File: config.mk
export PLATFORM = sky130hd
export DESIGN_NAME = mux_scan_ctrl
export DESIGN_NICKNAME = d
export VERILOG_FILES = /design/src/rtl/mux_scan_ctrl.sv
export SDC_FILE = /design/constraint.sdc
export NUM_CORES = 1
export LEC_CHECK = 0
export BUFFER_PORTS_ARGS = -buffer_cell sky130_fd_sc_hd__buf_4
export CAP_MARGIN = 10
export CORE_MARGIN = 8
export CORE_UTILIZATION = 45
export DETAILED_ROUTE_END_ITERATION = 8
export GPL_ROUTABILITY_DRIVEN = 1
export PLACE_DENSITY = 0.67
export RECOVER_POWER = 100
export SYNTH_ARGS = -nofsm -noshare
export SYNTH_HDL_FRONTEND = slang
export SYNTH_SLANG_ARGS = --single-unit
File: constraint.sdc
create_clock -name clk -period 3.55 [get_ports clk]
set_input_delay 0.5325 -clock clk [delete_from_list [all_inputs] [get_ports clk]]
set_output_delay 0.5325 -clock clk [all_outputs]
set_load 0.02 [all_outputs]
File: src/rtl/mux_scan_ctrl.sv
// Scan sequencer for a 6-to-1 byte multiplexer: steps the select through a
// latched channel mask, waits a settle time, captures the byte and streams it out.
module mux_scan_ctrl #(
  parameter int unsigned DATA_W  = 8,
  parameter int unsigned NUM_CH  = 6,
  parameter int unsigned SEL_W   = 3,
  parameter int unsigned DWELL_W = 8
) (
  input  logic               clk,
  input  logic               rst,
  input  logic               start,
  input  logic               stop,
  input  logic               cont,
  input  logic [NUM_CH-1:0]  ch_mask,
  input  logic [DWELL_W-1:0] dwell,
  output logic [SEL_W-1:0]   mux_sel,
  input  logic [DATA_W-1:0]  mux_in,
  output logic [DATA_W-1:0]  out_data,
  output logic [SEL_W-1:0]   out_ch,
  output logic               out_valid,
  input  logic               out_ready,
  output logic               busy,
  output logic               frame_done
);

  typedef enum logic [1:0] {IDLE, SETTLE, HOLD} state_t;

  state_t              state, state_nxt;
  logic [NUM_CH-1:0]   mask_q, mask_nxt;
  logic [DWELL_W-1:0]  dwell_q, dwell_nxt;
  logic                cont_q, cont_nxt;
  logic [DWELL_W-1:0]  cnt, cnt_nxt;
  logic                stop_pending, stop_nxt;
  logic [SEL_W-1:0]    sel_nxt, ch_nxt;
  logic [DATA_W-1:0]   data_nxt;
  logic                valid_nxt, done_nxt;

  logic [SEL_W-1:0]    low_in, low_q, hi_q;
  logic                has_hi;

  // Priority search: lowest set bit of the incoming / latched mask, and next set bit above mux_sel.
  always_comb begin
    low_in = '0;
    low_q  = '0;
    hi_q   = '0;
    has_hi = 1'b0;
    for (int i = int'(NUM_CH) - 1; i >= 0; i--) begin
      if (ch_mask[i]) low_in = SEL_W'(i);
      if (mask_q[i])  low_q  = SEL_W'(i);
      if (mask_q[i] && (i > int'(mux_sel))) begin
        hi_q   = SEL_W'(i);
        has_hi = 1'b1;
      end
    end
  end

  // Next-state and next-output logic.
  always_comb begin
    state_nxt = state;
    mask_nxt  = mask_q;
    dwell_nxt = dwell_q;
    cont_nxt  = cont_q;
    cnt_nxt   = cnt;
    stop_nxt  = stop_pending;
    sel_nxt   = mux_sel;
    data_nxt  = out_data;
    ch_nxt    = out_ch;
    valid_nxt = out_valid;
    done_nxt  = 1'b0;

    case (state)
      IDLE: begin
        if (start && (ch_mask != '0)) begin
          mask_nxt  = ch_mask;
          dwell_nxt = dwell;
          cont_nxt  = cont;
          sel_nxt   = low_in;
          cnt_nxt   = dwell;
          state_nxt = SETTLE;
        end
      end
      SETTLE: begin
        if (stop) stop_nxt = 1'b1;
        if (cnt != '0) begin
          cnt_nxt = cnt - DWELL_W'(1);
        end else begin
          data_nxt  = mux_in;
          ch_nxt    = mux_sel;
          valid_nxt = 1'b1;
          state_nxt = HOLD;
        end
      end
      HOLD: begin
        if (stop) stop_nxt = 1'b1;
        if (out_ready) begin
          valid_nxt = 1'b0;
          if (!has_hi) done_nxt = 1'b1;
          if (stop_pending) begin
            state_nxt = IDLE;
          end else if (has_hi) begin
            sel_nxt   = hi_q;
            cnt_nxt   = dwell_q;
            state_nxt = SETTLE;
          end else if (cont_q) begin
            sel_nxt   = low_q;
            cnt_nxt   = dwell_q;
            state_nxt = SETTLE;
          end else begin
            state_nxt = IDLE;
          end
        end
      end
      default: state_nxt = IDLE;
    endcase

    // A pending stop only lives for the scan it was raised in.
    if (state_nxt == IDLE) stop_nxt = 1'b0;
  end

  always_ff @(posedge clk or posedge rst) begin
    if (rst) begin
      state        <= IDLE;
      mask_q       <= '0;
      dwell_q      <= '0;
      cont_q       <= 1'b0;
      cnt          <= '0;
      stop_pending <= 1'b0;
      mux_sel      <= '0;
      out_data     <= '0;
      out_ch       <= '0;
      out_valid    <= 1'b0;
      busy         <= 1'b0;
      frame_done   <= 1'b0;
    end else begin
      state        <= state_nxt;
      mask_q       <= mask_nxt;
      dwell_q      <= dwell_nxt;
      cont_q       <= cont_nxt;
      cnt          <= cnt_nxt;
      stop_pending <= stop_nxt;
      mux_sel      <= sel_nxt;
      out_data     <= data_nxt;
      out_ch       <= ch_nxt;
      out_valid    <= valid_nxt;
      busy         <= (state_nxt != IDLE);
      frame_done   <= done_nxt;
    end
  end

endmodule

======== Word-level counts from Yosys, hierarchy flattened ========
Index checks and enable logic that the tools add are counted.
Widths: inputs -> output; s select.
word-level totals
  register bits ........................... 43
  bits in latches ......................... 0
  RAM bits ................................ 0
  ROM bits ................................ 0
  output and inout bits ................... 17
  word-level logic and storage cells ...... 101
  memories ................................ 0
cells by class
  $add $sub $neg .......................... 1
  multipliers ............................. 0
  divide/modulo/power cells ............... 0
  $lt $le $gt $ge ......................... 5
  equality and inequality tests ........... 8
  shift-type cells ........................ 0
  mux-type cells .......................... 51
  bitwise logic cells ..................... 1
  reduce and logical (&&, ||, !) cells .... 23
operators by type and width
  operator             count
  $mux 3               22
  $mux 8               6
  $pmux 8 s3           1
  $mux 1               16
  $ne 2x2->1 const B   5
  $reduce_bool 2->1    5
  $reduce_bool 8->1    1
  $sub 8x1->8 const B  1
  $gt 2x3->1 const A   2
  $gt 3x3->1 const A   2
  $logic_and 1x1->1    6
  $mux 2               3
  $pmux 2 s3           1
  $pmux 3 s2           1
  $reduce_and 2->1     3
  $reduce_and 6->1     1
  $reduce_bool 6->1    1
  $reduce_and 5->1     1
  $logic_not 2->1      2
  $gt 1x3->1 const A   1
  $ne 3x3->1 const B   1
  $reduce_and 3->1     1
  $reduce_bool 3->1    1
  $eq 2x1->1 const B   1
  other kinds (4)      4

======== Longest topological paths before layout ========
  depth in word-level cells ............... 14
  gate-level depth with buffers ........... 9

======== Worst setup path before layout ========
No wires, ideal clock.
  kind .................................... in2reg
  start ................................... input port ch_mask[3]
  end ..................................... register cont_q
  setup time .............................. 0.125 ns
  data arrival time ....................... 2.049 ns
  data required time ...................... 3.425 ns
  setup slack ............................. 1.376 ns
  cell stages on the path ................. 4
  cells stage by stage .................... or4_4 -> o311ai_4 -> buf_6 -> mux2_2
between the ends
  word-level cells in the longest chain between the ends .. 3
RTL lines
  element                            line  RTL
  start, declared                    14    input logic [NUM_CH-1:0] ch_mask,
  $reduce_bool 6->1                  73    if (start && (ch_mask != '0)) begin
  $logic_and 1x1->1                  73
  $reduce_and 2->1 (no source line)  n/a
  end signal, assigned               138   cont_q <= cont_nxt;
  end, declared                      31    logic cont_q, cont_nxt;
No other way between the ends.
A chain may end at the register's enable or synchronous reset.

======== Worst setup path after layout ========
  start ................................... input port ch_mask[3]
  end ..................................... register mux_sel[2]
between the ends
  word-level cells in the longest chain between the ends .. 6
  elaborated cells on any way between the ends .. 10
  those cells by class .................... eq/ne (1); mux (6); reduce/logical (3)
RTL lines
  element               line  RTL
  $mux 3 (4 in a row)   48    if (ch_mask[i]) low_in = SEL_W'(i);
  $mux 3                73
  $pmux 3 s2            71    case (state)
  end signal, assigned  141   mux_sel <= sel_nxt;
  end, declared         16    output logic [SEL_W-1:0] mux_sel,
Parallel ways exist; a longest one is shown, timed or not. The select of a mux whose other input is x is not followed.

==> results.py <==
metrics = {
    "final_layout": {
        "layout-drive-gt1-share_pct": 18.06,
        "final_nets": 332,
        "syn_to_final_growth_pct": 17.29,
        "fill_cells": 496,
        "diodes": 0,
        "final_area_sq_mm": 0.002708,
        "seqCellArea_sq_mm": 0.001076,
        "multi_input_area_sq_mm": 0.001125,
    },
    "critical_path": {
        "regToRegSetupSlack_ns": 0.83,
        "worstReg2RegEnd": "cnt[3]",
        "worstPathRequired_ns": 3.74,
        "worst-path-max-fanout": 10,
        "cp_data_arrival_time_ns": 2.93,
        "worst_setup_path_start_kind": "input pin",
        "worstSetupPathType": "input pin to register",
        "reg2regPathDepth": 8,
        "r2r_start": "cnt[0]",
        "critPathCaptureType": "register",
    },
    "power_and_ir_drop": {
        "switching_share_pct": 43.21,
        "intPower_mw": 1.268,
        "switching_power_mw": 0.9652,
        "power.density_mw_per_mm2": 824.9,
        "power_frac_clock_pct": 14.6,
        "seq_power_share_pct": 40.6,
        "pwr-share-comb_pct": 44.8,
        "p_total_mw": 2.234,
        "peakVddDrop_v": 0.0003847,
        "leakage_nw": 1.196,
    },
    "die": {
        "rows": 26,
        "start_util_pct": 45.78,
        "die_area_sq_mm": 0.007678,
        "num_io_pins": 45,
        "dieWidth_um": 87.63,
        "core_sq_mm": 0.005042,
        "fp.dieH_um": 87.63,
    },
    "synthesis": {
        "syn_inst": 252,
        "syn_area_sq_mm": 0.002308,
        "synth_seq_cells": 43,
        "ys_warn_count": 0,
        "synth-main-ff-cell": "dfrtp_1",
        "synthArstFlopShare_pct": 100.0,
        "syn_nets": 286,
        "syn_avg_cell_area_sq_um": 9.161,
        "synth_edf_count": 0,
        "synthDistinctLibCells": 42,
        "ys_seq_area_share_pct": 46.61,
    },
    "grt": {
        "first_global_vias": 1898,
        "grtUsageTotal_pct": 14.42,
        "grt_max_degree": 44,
        "grt_antenna_before_repair": 0,
        "grt-ovfl-total": 0,
        "grt_pass1_wl_um": 8728,
    },
    "run_status": {
        "status": "finished, violations left",
        "violations": "capacitance limit, slew limit",
    },
    "sta": {
        "hold_ws_ns": 0.4160,
        "finalMaxSlewViolations": 44,
        "fin_setup_tns_ns": 0,
        "rsz0062_at_grt": "no",
        "tightest_slew_ns": 2.207,
        "timing.final.ws_setup_ns": 0.8142,
        "max_slew_margin_pct": -47.14,
        "finalSetupViolCount": 0,
        "finalCritPeriodShare_pct": 77.07,
        "hold_viol_final": 0,
        "final.min_clock_period_ns": 2.736,
        "max_freq_mhz": 365.5,
        "skew_ns": 0.006262,
    },
    "route": {
        "wl_per_cell_um": 13.83,
        "vias": 1897,
        "drt-initial-drc-count": 52,
        "viasPerCell": 5.141,
        "routed_wl_um": 5102,
        "final_antenna_net_count": 0,
        "drc": 0,
        "first_pass_iters": 4,
    },
    "cts": {
        "cts_buffer_depth": 2,
        "cts_buffers": 5,
        "clock-root-buffer": "clkbuf_8",
        "ctsResizeCount": 0,
        "path_clk_slew_ns": 0.09,
        "cts_htree_levels": 2,
        "cts_tree": "built",
        "cts_hold_buf": 0,
        "clock_sinks": 43,
        "clk_latency_ns": 0.30,
        "postCtsSetupRepairBufs": 0,
    },
    "job": {
        "cap_violations": 1,
    },
    "placed_design": {
        "gp_congestion": 0.8646,
        "placed_area_sq_mm": 0.002713,
        "hpwl_um": 3772,
        "numPortBuffers": 44,
        "post-place-ws_ns": 0.9494,
    },
    "min_path": {
        "worstHoldPathType": "input pin to register",
        "hold_path_end": "out_data[4]",
        "whs_path_depth": 3,
        "holdCritStartpoint": "mux_in[4]",
    },
}
-- cells by family (layout without fill, tap and decap cells) --
family / after synthesis / count (layout) / share of synthesized area, %
simple gates: 105 / 105 / 19.89
fa+ha+maj: 6 / 6 / 3.252
flops: 43 / 43 / 46.61
buf+inv: 21 / 68 / 3.848
mux: 13 / 13 / 6.341
xor+xnor: 3 / 3 / 1.138
compound gates: 61 / 61 / 18.92
-- worst max-delay path by stage --
stage	startpoint	endpoint	slack [ns]	cells past startpoint
after floorplan	ch_mask[3]	cont_q	1.38	4
after global placement	ch_mask[3]	mux_sel[2]	0.99	8
after detailed placement	ch_mask[3]	mux_sel[2]	0.95	8
after CTS	cnt[0]	cnt[3]	1.20	8
after global routing	cnt[0]	cnt[3]	0.52	8
final	ch_mask[3]	mux_sel[2]	0.81	8
-- cell usage after synthesis (2+ instances only) --
cell / number / area (sq um)
a21boi_0: 2 / 15.01
dfrtp_1: 43 / 1076
inv_1: 12 / 45.04
nand2_1: 62 / 232.7
mux2_2: 13 / 146.4
buf_2: 2 / 10.01
a21oi_1: 14 / 70.07
o31ai_1: 4 / 30.03
o21ai_0: 20 / 100.1
nand2b_1: 3 / 18.77
clkbuf_1: 6 / 22.52
o21ai_2: 4 / 35.03
ha_1: 6 / 75.07
a22oi_1: 2 / 15.01
nor3_1: 7 / 35.03
nor2b_1: 4 / 25.02
a2111oi_0: 2 / 17.52
a211oi_1: 2 / 15.01
nor2_1: 16 / 60.06
nand3_1: 5 / 25.02
xor2_1: 2 / 17.52
-- metal layers --
layer	up-vias	global-route usage (%)	wire length [um]
li1	963	-	-
met2	40	24.24	2355
met1	889	16.63	2404
met4	0	4.844	57
met3	5	5.066	285
met5	-	0	0
-- power by group through the flow --
stage | Combinational, mW | Sequential [mW] | Clock, mW
final | 1.00 | 0.907 | 0.325
after global routing | 1.14 | 0.946 | 0.352
after CTS | 1.09 | 0.909 | 0.333
after detailed placement | 1.09 | 0.918 | 0
after global placement | 1.07 | 0.911 | 0
after floorplan | 0.723 | 0.959 | 0
-- per-stage QoR --
| step | std cells | utilization (%) |
|---|---|---|
| 3_5_place_dp | 361 | 53.80 |
| 3_3_place_gp | 361 | 53.80 |
| 4_1_cts | 369 | 55.63 |
| 5_1_grt | 369 | 53.70 |
| 2_1_floorplan | 252 | - |
| 6_report | 369 | 53.70 |
-- sequential cells by signal (all words and copies together) (netlist names) --
name and count:
busy 1, cnt 8, cont_q 1, dwell_q 8
frame_done 1, mask_q 6, mux_sel 3, out_ch 3
out_data 8, out_valid 1, state 2, stop_pending 1
-- worst max-delay path, stage by stage --
cell	delay (ns)
clkbuf_1	0.10
or4_1	0.61
o311ai_4	0.51
clkbuf_1	0.47
o21ai_0	0.17
o21ai_0	0.26
a21oi_1	0.07
o32a_1	0.19
-- area by class of cell --
cell class                      count  area share [%]
Clock inverter                      3          0.8780
Clock buffer                        5           2.542
Inverter                           12           1.664
Sequential cell                    43           39.74
Timing Repair Buffer               48           10.40
Tap cell                           70           3.235
Multi-Input combinational cell    188           41.54
-- placed cells by master (no fill, tap or decap), types with 5 or more instances in the layout --
| cell type | count |
|---|---|
| clkbuf_1 | 21 |
| a21oi_1 | 14 |
| o21ai_0 | 23 |
| inv_1 | 12 |
| clkbuf_8 | 5 |
| nor2_1 | 16 |
| nand2_1 | 62 |
| nor3_1 | 7 |
| ha_1 | 6 |
| dfrtp_1 | 43 |
| nand3_1 | 5 |
| buf_4 | 26 |
| mux2_2 | 13 |
Power figures use the tool's default switching activity.
